==> src/rtl/wb_txn_monitor.sv <==
// wb_txn_monitor: passive Wishbone B3 monitor. Captures every acknowledged beat
// into a first-word-fall-through FIFO, counts reads/writes and flags sticky
// protocol errors (ack timeout, unstable request, stb without cyc / bad cti,
// capture overflow).
// Optional build macro WB_MON_BURST_ADDR_CHECK_EN: checks that incrementing
// burst beats advance by DW/8 bytes and reports violations on err_proto.
module wb_txn_monitor #(
   parameter int APP_AW  = 26,
   parameter int DW      = 32,
   parameter int DEPTH   = 8,
   parameter int CNT_W   = 16,
   parameter int TIMEOUT = 256
) (
   input  logic              wb_clk,
   input  logic              wb_rst,
   input  logic              wb_cyc,
   input  logic              wb_stb,
   input  logic              wb_we,
   input  logic [APP_AW-1:0] wb_addr,
   input  logic [DW/8-1:0]   wb_sel,
   input  logic [DW-1:0]     wb_dati,
   input  logic [DW-1:0]     wb_dato,
   input  logic              wb_ack,
   input  logic [2:0]        wb_cti,
   output logic              txn_valid,
   input  logic              txn_ready,
   output logic [APP_AW-1:0] txn_addr,
   output logic              txn_we,
   output logic [DW/8-1:0]   txn_sel,
   output logic [DW-1:0]     txn_data,
   output logic              txn_last,
   output logic [CNT_W-1:0]  rd_count,
   output logic [CNT_W-1:0]  wr_count,
   input  logic              err_clr,
   output logic              err_timeout,
   output logic              err_stable,
   output logic              err_proto,
   output logic              err_overflow
);
   localparam int SW = DW / 8;
   localparam int PW = $clog2(DEPTH);
   localparam int TW = $clog2(TIMEOUT);
   localparam logic [2:0] CTI_CLASSIC = 3'b000;
   localparam logic [2:0] CTI_INCR    = 3'b010;
   localparam logic [2:0] CTI_END     = 3'b111;

   typedef enum logic [1:0] {ST_IDLE, ST_REQ, ST_BURST} state_t;

   typedef struct packed {
      logic [APP_AW-1:0] addr;
      logic              we;
      logic [SW-1:0]     sel;
      logic [DW-1:0]     data;
      logic              last;
   } entry_t;

   state_t            state_q, state_d;
   entry_t            mem_q [DEPTH];
   entry_t            entry_d;
   entry_t            head;
   logic [PW:0]       wr_ptr_q, wr_ptr_d, rd_ptr_q, rd_ptr_d;
   logic [CNT_W-1:0]  rd_cnt_q, rd_cnt_d, wr_cnt_q, wr_cnt_d;
   logic [TW-1:0]     tmo_q, tmo_d;
   logic              err_timeout_q, err_timeout_d, err_stable_q, err_stable_d;
   logic              err_proto_q, err_proto_d, err_overflow_q, err_overflow_d;
   logic [APP_AW-1:0] req_addr_q, req_addr_d;
   logic              req_we_q, req_we_d;
   logic [SW-1:0]     req_sel_q, req_sel_d;
   logic [DW-1:0]     req_dati_q, req_dati_d;
   logic              beat, wait_ack, empty, full, pop, push, drop;
   logic              req_changed, burst_addr_bad;
   logic              ev_timeout, ev_stable, ev_proto, ev_overflow;

`ifdef WB_MON_BURST_ADDR_CHECK_EN
   logic [APP_AW-1:0] prev_addr_q, prev_addr_d;

   // Track the last beat address so each burst beat can be checked against it.
   always_comb begin
      prev_addr_d    = prev_addr_q;
      burst_addr_bad = 1'b0;
      if (beat) begin
         prev_addr_d = wb_addr;
         if (state_q == ST_BURST && wb_addr != prev_addr_q + APP_AW'(SW))
            burst_addr_bad = 1'b1;
      end
   end

   // Previous-address register; pure datapath, no reset needed.
   always_ff @(posedge wb_clk) begin
      prev_addr_q <= prev_addr_d;
   end
`else
   assign burst_addr_bad = 1'b0;
`endif

   assign beat     = wb_cyc & wb_stb & wb_ack;
   assign wait_ack = wb_cyc & wb_stb & ~wb_ack;
   assign empty    = (wr_ptr_q == rd_ptr_q);
   assign full     = (wr_ptr_q[PW-1:0] == rd_ptr_q[PW-1:0]) && (wr_ptr_q[PW] != rd_ptr_q[PW]);
   assign pop      = txn_ready & ~empty;
   assign push     = beat & (~full | pop);
   assign drop     = beat & full & ~pop;
   assign head     = mem_q[rd_ptr_q[PW-1:0]];

   // Head of the FIFO is presented directly; outputs read as zero when empty.
   assign txn_valid    = ~empty;
   assign txn_addr     = empty ? '0 : head.addr;
   assign txn_we       = ~empty & head.we;
   assign txn_sel      = empty ? '0 : head.sel;
   assign txn_data     = empty ? '0 : head.data;
   assign txn_last     = ~empty & head.last;
   assign rd_count     = rd_cnt_q;
   assign wr_count     = wr_cnt_q;
   assign err_timeout  = err_timeout_q;
   assign err_stable   = err_stable_q;
   assign err_proto    = err_proto_q;
   assign err_overflow = err_overflow_q;

   // Bus FSM: next state and the captured-beat record.
   always_comb begin
      state_d      = state_q;
      entry_d.addr = wb_addr;
      entry_d.we   = wb_we;
      entry_d.sel  = wb_sel;
      entry_d.data = wb_we ? wb_dati : wb_dato;
      // Anything other than an incrementing-burst continuation closes the transfer.
      entry_d.last = (wb_cti != CTI_INCR);
      if (!wb_cyc) begin
         state_d = ST_IDLE;
      end else begin
         unique case (state_q)
            ST_IDLE: begin
               if (beat)          state_d = (wb_cti == CTI_INCR) ? ST_BURST : ST_IDLE;
               else if (wait_ack) state_d = ST_REQ;
            end
            ST_REQ: begin
               if (beat)         state_d = (wb_cti == CTI_INCR) ? ST_BURST : ST_IDLE;
               else if (!wb_stb) state_d = ST_IDLE;
            end
            ST_BURST: begin
               if (beat) state_d = (wb_cti == CTI_INCR) ? ST_BURST : ST_IDLE;
            end
            default: state_d = ST_IDLE;
         endcase
      end
   end

   // FIFO pointers, saturating counters, timeout counter and error detection.
   always_comb begin
      wr_ptr_d   = push ? wr_ptr_q + 1'b1 : wr_ptr_q;
      rd_ptr_d   = pop  ? rd_ptr_q + 1'b1 : rd_ptr_q;
      rd_cnt_d   = rd_cnt_q;
      wr_cnt_d   = wr_cnt_q;
      tmo_d      = '0;
      ev_timeout = 1'b0;
      if (beat && !wb_we && rd_cnt_q != '1) rd_cnt_d = rd_cnt_q + 1'b1;
      if (beat &&  wb_we && wr_cnt_q != '1) wr_cnt_d = wr_cnt_q + 1'b1;
      if (wait_ack) begin
         if (tmo_q == TW'(TIMEOUT - 1)) begin
            tmo_d      = tmo_q;
            ev_timeout = 1'b1;
         end else begin
            tmo_d = tmo_q + 1'b1;
         end
      end
      req_changed = (wb_addr != req_addr_q) || (wb_we != req_we_q) || (wb_sel != req_sel_q) ||
                    (req_we_q && wb_dati != req_dati_q);
      ev_stable   = (state_q == ST_REQ) && wb_cyc && wb_stb && req_changed;
      ev_proto    = (wb_stb && !wb_cyc) ||
                    (beat && wb_cti != CTI_CLASSIC && wb_cti != CTI_INCR && wb_cti != CTI_END) ||
                    burst_addr_bad;
      ev_overflow = drop;
      // A new error event in the same cycle as err_clr keeps the flag set.
      err_timeout_d  = ev_timeout  | (err_timeout_q  & ~err_clr);
      err_stable_d   = ev_stable   | (err_stable_q   & ~err_clr);
      err_proto_d    = ev_proto    | (err_proto_q    & ~err_clr);
      err_overflow_d = ev_overflow | (err_overflow_q & ~err_clr);
      // Request snapshot taken when a request starts waiting for ack.
      req_addr_d = req_addr_q;
      req_we_d   = req_we_q;
      req_sel_d  = req_sel_q;
      req_dati_d = req_dati_q;
      if (state_q == ST_IDLE && wait_ack) begin
         req_addr_d = wb_addr;
         req_we_d   = wb_we;
         req_sel_d  = wb_sel;
         req_dati_d = wb_dati;
      end
   end

   // Control state with synchronous reset.
   always_ff @(posedge wb_clk) begin
      if (wb_rst) begin
         state_q        <= ST_IDLE;
         wr_ptr_q       <= '0;
         rd_ptr_q       <= '0;
         rd_cnt_q       <= '0;
         wr_cnt_q       <= '0;
         tmo_q          <= '0;
         err_timeout_q  <= 1'b0;
         err_stable_q   <= 1'b0;
         err_proto_q    <= 1'b0;
         err_overflow_q <= 1'b0;
      end else begin
         state_q        <= state_d;
         wr_ptr_q       <= wr_ptr_d;
         rd_ptr_q       <= rd_ptr_d;
         rd_cnt_q       <= rd_cnt_d;
         wr_cnt_q       <= wr_cnt_d;
         tmo_q          <= tmo_d;
         err_timeout_q  <= err_timeout_d;
         err_stable_q   <= err_stable_d;
         err_proto_q    <= err_proto_d;
         err_overflow_q <= err_overflow_d;
      end
   end

   // Datapath storage: capture FIFO and request snapshot, not reset.
   always_ff @(posedge wb_clk) begin
      if (push && !wb_rst) mem_q[wr_ptr_q[PW-1:0]] <= entry_d;
      req_addr_q <= req_addr_d;
      req_we_q   <= req_we_d;
      req_sel_q  <= req_sel_d;
      req_dati_q <= req_dati_d;
   end
endmodule

==> config.mk <==
export PLATFORM = sky130hd
export DESIGN_NAME = wb_txn_monitor
export DESIGN_NICKNAME = d
export VERILOG_FILES = /design/src/rtl/wb_txn_monitor.sv
export SDC_FILE = /design/constraint.sdc
export NUM_CORES = 1
export LEC_CHECK = 0
export CORE_ASPECT_RATIO = 1.2
export CORE_MARGIN = 2
export CORE_UTILIZATION = 58
export CTS_BUF_LIST = sky130_fd_sc_hd__clkbuf_16
export DETAILED_ROUTE_END_ITERATION = 12
export GPL_TIMING_DRIVEN = 0
export PLACE_DENSITY = 0.91
export SETUP_SLACK_MARGIN = 0.1
export SLEW_MARGIN = 5
export SYNTH_ARGS = -nofsm -noshare
export SYNTH_HDL_FRONTEND = slang
export SYNTH_SLANG_ARGS = --single-unit
==> constraint.sdc <==
create_clock -name wb_clk -period 10.9 [get_ports wb_clk]
set_clock_uncertainty 0.05 [all_clocks]
set_input_delay 1.09 -clock wb_clk [delete_from_list [all_inputs] [get_ports wb_clk]]
set_output_delay 1.09 -clock wb_clk [all_outputs]
set_load 0.05 [all_outputs]
Word level (Yosys, flattened, before mapping)
Memory sizes are Yosys's and may differ from the RTL's. A register that Yosys moved wholly into a read port is not among the register bits. Cells that the tools add are included.

Bits in registers: 117. Memory bits (writable): 512. Word-level logic and storage cells: 107. Memories: 1.

Add/subtract/negate cells: 5. Eq/ne operators: 18. Muxes and demuxes: 17. Bitwise logic cells: 25. Reduce and logical (&&, ||, !) cells: 27.

Memory list: mem_q (words 8, bits a word 64, read ports 1, clocked after Yosys merged registers in 1, wr ports 1, line 58) `entry_t mem_q [DEPTH];`.

Operators with widths (count): $mux 32 (2); $add 16x1->16 const B (2); $ne 16x16->1 const B (2); $ne 32x32->1 (1); $mux 26 (1); $ne 26x26->1 (1); $logic_and 1x1->1 (15); $and 1x1->1 (13); $mux 2 (6); $ne 3x3->1 const B (3); $add 4x1->4 const B (2); $add 8x1->8 const B (1); $eq 8x8->1 const B (1); $not 1->1 (7); $mux 3 (2); $pmux 2 s3 (1); $or 1x1->1 (5); $eq 4x4->1 (1); $logic_or 1x1->1 (4); $mux 1 (4); $mux 4 (1); $ne 4x4->1 (1); $reduce_or 2->1 (2); $eq 3x2->1 const B (1); other kinds (10) (13).

Logic depth before layout (Yosys ltp)
Gate-level depths: netlist (run 1).

Depth in word-level cells: 8. Mapped depth: 8. Mapped depth without buffers: 7.

Worst setup path before layout (run 1)
Ideal clock, no wire load.

Path type: in2reg. Start: input port wb_stb. End: memory mem_q[3][0] (netlist name), enable pin. Library setup time: 644 ps. Data arrival time: 7717 ps. Path slack: 2488 ps. Stages: 4. Cell sequence: and3_2 > o31a_1 > nand2_1 > nor4_1.

Longest elaborated chain between the ends: 6.

RTL lines: from (decl) (line 17) `input logic wb_stb,`; $and 1x1->1 (2 in a row) (line 96) `assign beat = wb_cyc & wb_stb & wb_ack;`; $and 1x1->1 (line 101) `assign push = beat & (~full | pop);`; $logic_and 1x1->1 (line 220) `if (push && !wb_rst) mem_q[wr_ptr_q[PW-1:0]] <= entry_d;`; $mux 1 (line 220); $mux 1 (not written as such) (line 220); to (decl) (line 58).

Every way passes these cells.

==> results.sh, run 1 <==
export IMPL_outcome="completed"
export IMPL_tightest_slew_ps=1110
export IMPL_viasPerCell=6.38
export IMPL_synth_top_family_by_area="multiplexers"
export IMPL_rr_worst_depth=10
export IMPL_crit_end="txn_data[19]"
export IMPL_wirelength_um=63300
export IMPL_clkTransAtPathRegs_ps=70
export IMPL_netlist_cell_type_count=50
export IMPL_antenna_found_initial=1
export IMPL_slowest_stage="clkdlybuf4s50_1"
export IMPL_synth_seq_cells=632
export IMPL_drv_slew=0
export IMPL_p_leak_nw=9.63
export IMPL_seqPwrFrac=0.510
export IMPL_synthFlopType="edfxtp_1"
export IMPL_swShare=0.232
export IMPL_powerDensity_mw_per_mm2=173
export IMPL_path_class="flip-flop to output pin"
export IMPL_crit_reg2reg_launch="wr_ptr_q[0]"
export IMPL_mostFrequentLayoutCells="575 x edfxtp_1, 205 x clkdlybuf4s50_1, 128 x mux4_2, 112 x nor2_1, 78 x xor2_1"
export IMPL_cts_hold_buf=0
export IMPL_syn_area_mm2=0.0250
export IMPL_synthAdderAreaFrac=0.00250
export IMPL_die_area_mm2=0.0448
export IMPL_numCtsBuffers=58
export IMPL_syn_nets=1418
export IMPL_rows=83
export IMPL_drtIter0Drc=1415
export IMPL_layout_drive_gt1_share=0.206
export IMPL_start_kind="flip-flop"
export IMPL_p_switching_mw=1.21
export IMPL_die_y_um=232
export IMPL_max_vdd_ir_drop_mv=0.213
export IMPL_critPathArrivalTime_ps=3920
export IMPL_period_minus_slack_ps=5060
export IMPL_dp_hpwl_um=40300
export IMPL_rsz0062_at_grt="false"
export IMPL_nFillCells=2416
export IMPL_fin_crit_sh=0.464
export IMPL_insertion_delay_ps=600
export IMPL_gp_congestion=0.888
export IMPL_yosys_warnings=0
export IMPL_final_common_cell="edfxtp_1"
export IMPL_root_buffer="clkbuf_16"
export IMPL_cts_resized_gates=0
export IMPL_port_buffer_count=205
export IMPL_critPathMaxFanout=10
export IMPL_dr_pass1_iters=5
export IMPL_initial_core_util=0.586
export IMPL_grt_max_degree=45
export IMPL_die_w_um=194
export IMPL_cts_tree="built"
export IMPL_grt_pass1_wl_um=93100
export IMPL_p_comb_frac=0.101
export IMPL_grt_pass1_vias=14861
export IMPL_syn_inst=1308
export IMPL_track_usage=0.283
export IMPL_rrSetupSlack_ps=7350
export IMPL_synth_xor_area_frac=0.0332
export IMPL_pwr_share_clk=0.389
export IMPL_cp_end_kind="output pin"
export IMPL_grt_overflow=0
export IMPL_dr_total_vias=14217
export IMPL_setup_violations=0
export IMPL_async_flop_share=0
export IMPL_instances_no_fill=2228
export IMPL_synth_compound_area_frac=0.00885
export IMPL_postRouteAntennaNets=0
export IMPL_hold_depth=2
export IMPL_syn2layout_area_growth_pct=20.9
export IMPL_fmax_ghz=0.198
export IMPL_crit_chain="clkbuf_1 -> buf_1 -> mux2i_1 -> nor2_1 -> clkdlybuf4s50_1"
export IMPL_post_cts_buffers=0
export IMPL_p_int_mw=4.02
export IMPL_relSlewSlack=0.263
export IMPL_dp_cells=2119
export IMPL_antennaDiodeCount=0
export IMPL_hold_violations=0
export IMPL_worstPathRequired_ps=9760
export IMPL_drv_cap=0
export IMPL_wl_per_cell_um=28.4
export IMPL_timing_rr_end="mem_q[7][57]"
export IMPL_hold_class="flip-flop to flip-flop"
export IMPL_nets=1737
export IMPL_yosysSeqAreaShare=0.735
export IMPL_cts_sinks=632
export IMPL_synthSimpleGateAreaFrac=0.0498
export IMPL_max_stage_delay_ps=880
export IMPL_core_area_mm2=0.0427
export IMPL_postSynthAreaPerCell_um2=19.1
export IMPL_io_pins=206
export IMPL_synth_edf_count=575
export IMPL_clockBufferDepth=3
export IMPL_synthMuxAreaShare=0.159
export IMPL_drcViolationCount=0
export IMPL_htreeDepth=2
export IMPL_p_total_mw=5.24
==> layout make-up <==
class	instances	area, um2	area share
sequential	632	18400	0.608
multi-input combinational	614	6400	0.211
timing repair buffer	259	2570	0.0851
clock buffer	61	1530	0.0504
tap	552	691	0.0228
clock inverter	48	397	0.0131
buffer	55	245	0.00810
inverter	7	26.3	0.000868
==> through the flow <==
stage	TNS (ps)	hold slack [ps]	cell area (um2)	util	worst slack [ps]
floorplan	0	398	25000	-	2490
global placement	-622420	404	27800	0.651	-3890
detailed placement	0	398	28300	0.664	6320
global route	0	465	30300	0.709	5770
finish	0	442	30300	0.709	5840
CTS	0	443	30300	0.709	5860
==> routing by layer <==
metal / vias up / track usage / share of wire
li1: 5877 / - / -
met4: 2 / 0.131 / 0.044
met2: 1003 / 0.496 / 0.52
met3: 174 / 0.0626 / 0.10
met5: - / 0 / 0.00025
met1: 7161 / 0.337 / 0.34
==> logic make-up after synthesis <==
| group | Yosys count |
|---|---|
| and+or+nand+nor | 245 |
| adders and majority gates | 5 |
| AOI/OAI and AO/OA | 35 |
| DFF | 632 |
| muxes | 234 |
| buffers and inverters | 62 |
| xor gates and xnor gates | 95 |
==> synthesized netlist by cell type (2+ instances only) <==
cell        n  area (um2)
o21ai_0    12        60.1
mux2_1      3        33.8
clkbuf_1   27         101
dfxtp_1    57        1140
ha_1        5        62.6
nor4_1     24         150
a221oi_1    2        17.5
and2_1      2        12.5
mux2_2     33         372
and3_1     13        81.3
a21oi_1    10        50.1
xnor2_1    17         149
inv_1       6        22.5
mux4_2    128        2880
edfxtp_1  575       17300
buf_6       2        22.5
or4_1       2        15.0
nor2_1    112         420
mux2i_1    70         701
nand3_1    18        90.1
nand2_1    20        75.1
a31o_2      2        17.5
buf_2      16        80.1
nor3_1     10        50.1
buf_1       9        33.8
o211ai_1    3        22.5
nor2b_1     8        50.1
or3_1       4        25.0
and4_1      5        43.8
nand4_1    16         100
xor2_1     78         683
==> power groups by stage <==
stage	combinational, mW	clock, mW	sequential, mW
after floorplan	0.316	0	2.73
after global placement	0.505	0	2.73
after detailed placement	0.523	0	2.72
after CTS	0.531	2.05	2.67
after global routing	0.554	2.14	2.67
final	0.529	2.04	2.67
==> registers in the layout, indices dropped and copies added (netlist names), 2 cells and up, named ones only <==
register	count
req_sel_q	4
req_addr_q	26
wr_count	16
rd_count	16
rd_ptr_q	4
req_dati_q	32
mem_q	512
tmo_q	8
wr_ptr_q	4
state_q	2
==> how the worst min path moves through the flow <==
stage                     start           to  slack [ps]
floorplan            state_q[1]   state_q[0]         400
global placement    err_timeout  err_timeout         400
detailed placement  err_timeout  err_timeout         400
CTS                 err_timeout  err_timeout         440
global route        err_timeout  err_timeout         470
finish              err_timeout  err_timeout         440
==> critical path, delay by kind of cell (launching register included) <==
| kind | cells | cell delay, ps |
|---|---|---|
| DFF | 1 | 320 |
| and+or+nand+nor | 1 | 340 |
| muxes | 1 | 210 |
| buffers and inverters | 3 | 2450 |
(Power assumes the default switching activity.)
==> inputs of run 2 (changes only) <==
Settings changed: CORE_UTILIZATION 58 to 52, PLACE_DENSITY 0.91 to 0.86.
Clock period 10.9 ns to 4.6 ns, I/O delays scaled along.
==> results.sh, run 2 (synthesis results as in run 1) <==
export IMPL_top_layer_used="met5"
export IMPL_insertion_delay_ps=600
export IMPL_min_delay_start="err_timeout"
export IMPL_grt_max_degree=50
export IMPL_dr_total_vias=13613
export IMPL_dr_pass1_iters=5
export IMPL_rows=88
export IMPL_grt_pass1_vias=14361
export IMPL_syn2layout_area_growth_pct=20.5
export IMPL_wl_per_cell_um=26.0
export IMPL_die_w_um=204
export IMPL_cp_end_kind="output pin"
export IMPL_largest_reg_flops=512
export IMPL_drv_slew=0
export IMPL_rsz0062_at_grt="false"
export IMPL_dp_hpwl_um=39400
export IMPL_tightest_slew_ps=962
export IMPL_path_class="flip-flop to output pin"
export IMPL_clkTransAtPathRegs_ps=60
export IMPL_critPathMaxFanout=10
export IMPL_hold_violations=0
export IMPL_grt_pass1_wl_um=88200
export IMPL_seq_area_mm2=0.0184
export IMPL_drtIter0Drc=1180
export IMPL_p_leak_nw=9.49
export IMPL_viasPerCell=5.95
export IMPL_setup_violations=0
export IMPL_fmax_ghz=0.233
export IMPL_worstPathRequired_ps=4090
export IMPL_root_buffer="clkbuf_16"
export IMPL_dp_cells=2178
export IMPL_die_area_mm2=0.0499
export IMPL_core_area_mm2=0.0478
export IMPL_fin_crit_sh=0.932
export IMPL_die_y_um=244
export IMPL_grt_overflow=0
export IMPL_antenna_found_initial=1
export IMPL_wl_met3_um=5380
export IMPL_cts_hold_buf=0
export IMPL_layout_drive_gt1_share=0.189
export IMPL_hold_class="flip-flop to flip-flop"
export IMPL_relSlewSlack=0.353
export IMPL_final_common_cell="edfxtp_1"
export IMPL_instances_no_fill=2286
export IMPL_fin_area_mm2=0.0302
export IMPL_wirelength_um=59500
export IMPL_numCtsBuffers=57
export IMPL_period_minus_slack_ps=4290
export IMPL_critPathArrivalTime_ps=3780
export IMPL_max_vdd_ir_drop_mv=0.302
export IMPL_cts_sinks=632
export IMPL_port_buffer_count=205
export IMPL_place_area_mm2=0.0284
export IMPL_track_usage=0.241
export IMPL_cts_tree="built"
export IMPL_powerDensity_mw_per_mm2=399
export IMPL_start_kind="flip-flop"
export IMPL_drcViolationCount=0
export IMPL_clockBufferDepth=3
export IMPL_drt_met1_wl_um=21500
export IMPL_io_pins=206
export IMPL_drv_cap=0
export IMPL_mostFrequentLayoutCells="575 x edfxtp_1, 205 x clkdlybuf4s50_1, 128 x mux4_2, 112 x nor2_1, 78 x xor2_1"
export IMPL_postRouteAntennaNets=0
export IMPL_nets=1717
export IMPL_crit_reg2reg_launch="wr_ptr_q[0]"
export IMPL_cts_resized_gates=0
export IMPL_htreeDepth=2
export IMPL_outcome="completed"
export IMPL_gp_congestion=0.898
export IMPL_post_cts_buffers=0
export IMPL_multi_input_area_mm2=0.00643
export IMPL_nFillCells=3182
export IMPL_initial_core_util=0.524
export IMPL_wl_met2_um=30500
==> run 2: routing by layer <==
metal | vias to the layer above | GRT usage
met5 | - | 0
met4 | 2 | 0.0936
met3 | 124 | 0.0541
met2 | 710 | 0.416
met1 | 6944 | 0.297
li1 | 5833 | -
==> run 2: critical path, cell delays in order (launching register included) <==
cell	delay (ps)
dfxtp_1	330
clkbuf_1	570
clkbuf_1	640
mux4_2	360
mux2i_1	110
nor2_1	310
clkdlybuf4s50_1	870
==> run 2: cell type report <==
cell class,instances,area share
Sequential cell,632,0.610
Multi-Input combinational cell,614,0.213
Timing Repair Buffer,240,0.0833
Clock buffer,57,0.0473
Tap cell,630,0.0261
Clock inverter,50,0.0108
Buffer,55,0.00813
Inverter,7,0.000871
Antenna cell,1,0.0000830
==> run 2: stage by stage <==
step	hold WS, ps	util	worst slack, ps	power [mW]	TNS [ps]
6_report	450	0.631	311	12.0	0
2_1_floorplan	420	-	-1480	7.21	-258070
5_1_grt	464	0.631	225	12.4	0
4_1_cts	443	0.631	279	12.1	0
3_3_place_gp	431	0.584	-6200	7.66	-1585820
3_5_place_dp	435	0.594	893	7.69	0
==> run 2: report_power, final <==
group          switching, mW  internal (mW)
registers             0.0168           6.32
clock network           1.99           2.47
logic                  0.757          0.480
==> run 2: final timing paths <==
path / endpoint / slack [ps] / cells after the start
setup / recovery: txn_data[13] / 310 / 6
hold / removal: err_timeout / 450 / 2
setup reg to reg: mem_q[7][58] / 1490 / 9
hold reg to reg: err_timeout / 450 / 2
==> inputs of run 3 (changes only) <==
Settings changed: CTS_BUF_LIST sky130_fd_sc_hd__clkbuf_16 to sky130_fd_sc_hd__clkbuf_4 sky130_fd_sc_hd__clkbuf_8 sky130_fd_sc_hd__clkbuf_16.
==> results.sh, run 3 (synthesis results as in run 1) <==
export IMPL_p_leak_nw=9.48
export IMPL_dr_total_vias=13624
export IMPL_drv_cap=0
export IMPL_drcViolationCount=0
export IMPL_wl_per_cell_um=25.9
export IMPL_viasPerCell=5.95
export IMPL_initial_core_util=0.524
export IMPL_root_buffer="clkbuf_16"
export IMPL_cpMostUsedCell="clkbuf_1"
export IMPL_path_class="flip-flop to output pin"
export IMPL_max_vdd_ir_drop_mv=0.302
export IMPL_use_met1=0.296
export IMPL_fmax_ghz=0.230
export IMPL_rows=88
export IMPL_hold_violations=0
export IMPL_mostFrequentLayoutCells="575 x edfxtp_1, 205 x clkdlybuf4s50_1, 128 x mux4_2, 112 x nor2_1, 78 x xor2_1"
export IMPL_nets=1717
export IMPL_dp_hpwl_um=39400
export IMPL_place_worst_setup_slack_ps=893
export IMPL_start_kind="flip-flop"
export IMPL_powerDensity_mw_per_mm2=402
export IMPL_insertion_delay_ps=600
export IMPL_fin_area_mm2=0.0302
export IMPL_cts_sinks=632
export IMPL_core_area_mm2=0.0478
export IMPL_die_area_mm2=0.0499
export IMPL_nFillCells=3167
export IMPL_largest_reg_flops=512
export IMPL_busiest_layer="met2"
export IMPL_track_usage=0.239
export IMPL_die_y_um=244
export IMPL_die_w_um=204
export IMPL_layout_drive_gt1_share=0.198
export IMPL_grt_pass1_vias=14369
export IMPL_crit_chain="clkbuf_1 -> clkbuf_1 -> mux4_2 -> mux2i_1 -> nor2_1 -> clkdlybuf4s50_1"
export IMPL_worstPathRequired_ps=4090
export IMPL_gr_usage_met3=0.0481
export IMPL_dr_pass1_iters=7
export IMPL_relSlewSlack=0.338
export IMPL_wirelength_um=59200
export IMPL_cts_tree="built"
export IMPL_postRouteAntennaNets=0
export IMPL_antenna_found_initial=2
export IMPL_setup_violations=0
export IMPL_drv_slew=0
export IMPL_slowest_stage="clkdlybuf4s50_1"
export IMPL_port_buffer_count=205
export IMPL_clkTransAtPathRegs_ps=60
export IMPL_gp_congestion=0.898
export IMPL_grt_pass1_wl_um=87500
export IMPL_outcome="completed"
export IMPL_met2_usage=0.412
export IMPL_place_area_mm2=0.0284
export IMPL_grt_max_degree=50
export IMPL_htreeDepth=2
export IMPL_grt_overflow=0
export IMPL_hold_class="flip-flop to flip-flop"
export IMPL_syn2layout_area_growth_pct=20.7
export IMPL_drtIter0Drc=1215
export IMPL_critPathArrivalTime_ps=3840
export IMPL_fin_crit_sh=0.946
export IMPL_cts_hold_buf=0
export IMPL_io_pins=206
export IMPL_rsz0062_at_grt="false"
export IMPL_post_cts_buffers=0
export IMPL_tightest_slew_ps=993
export IMPL_period_minus_slack_ps=4350
export IMPL_numCtsBuffers=57
export IMPL_final_setup_worst_slack_ps=246
export IMPL_cts_resized_gates=0
export IMPL_rrSetupSlack_ps=1500
export IMPL_clockBufferDepth=3
export IMPL_max_stage_delay_ps=880
export IMPL_cp_end_kind="output pin"
export IMPL_critPathMaxFanout=10
export IMPL_final_common_cell="edfxtp_1"
-- run 3: cell types whose count changed in the layout (fill, tap and decap cells not counted) --
| cell | before | now |
|---|---|---|
| inv_1 | 20 | 6 |
| diode_2 | 1 | 3 |
| clkbuf_4 | 0 | 14 |
-- run 3: path summary, 6_finish.rpt --
path                             startpoint            to  depth (start not counted)
worst min-delay path            err_timeout   err_timeout                          2
worst max register to register  wr_ptr_q[0]  mem_q[6][58]                          9
worst min register to register  err_timeout   err_timeout                          2
worst max-delay path              flip-flop  txn_data[20]                          6
-- run 3: where the power goes --
group	switching (mW)	internal (mW)
Clock	1.98	2.58
Sequential	0.0169	6.32
Combinational	0.757	0.480
Total	2.76	9.38
-- run 3: area by class of cell --
class | instances | area (um2) | share of cell area
diodes | 3 | 7.51 | 0.000248
plain buffers | 55 | 245 | 0.00812
clock buffers | 71 | 1530 | 0.0507
clock inverters | 36 | 274 | 0.00907
inverters | 7 | 26.3 | 0.000870
multi-input cells | 614 | 6430 | 0.213
flip-flops and latches | 632 | 18400 | 0.609
well taps | 630 | 788 | 0.0261
repair buffers | 240 | 2510 | 0.0831
-- run 3: worst max-delay path: cells and delay by family, from the launching register on --
kind,cells,cell delay [ps]
buffers and inverters,3,2120
DFF,1,350
muxes,2,440
and+or+nand+nor,1,340
-- run 3: stage by stage --
step           utilization  hold slack (ps)  instances  power, mW  setup TNS [ps]
2_1_floorplan            -              420       1308       7.21         -258070
3_3_place_gp         0.584              431       2143       7.66        -1585820
3_5_place_dp         0.594              435       2178       7.69               0
4_1_cts              0.632              446       2285       12.2               0
5_1_grt              0.632              472       2285       12.5               0
6_report             0.632              454       2288       12.1               0
-- run 3: per-layer routing --
layer | wire length [um] | vias to the layer above
met5 | 14 | -
met3 | 5360 | 122
met2 | 30500 | 738
li1 | - | 5831
met4 | 2090 | 2
met1 | 21200 | 6931
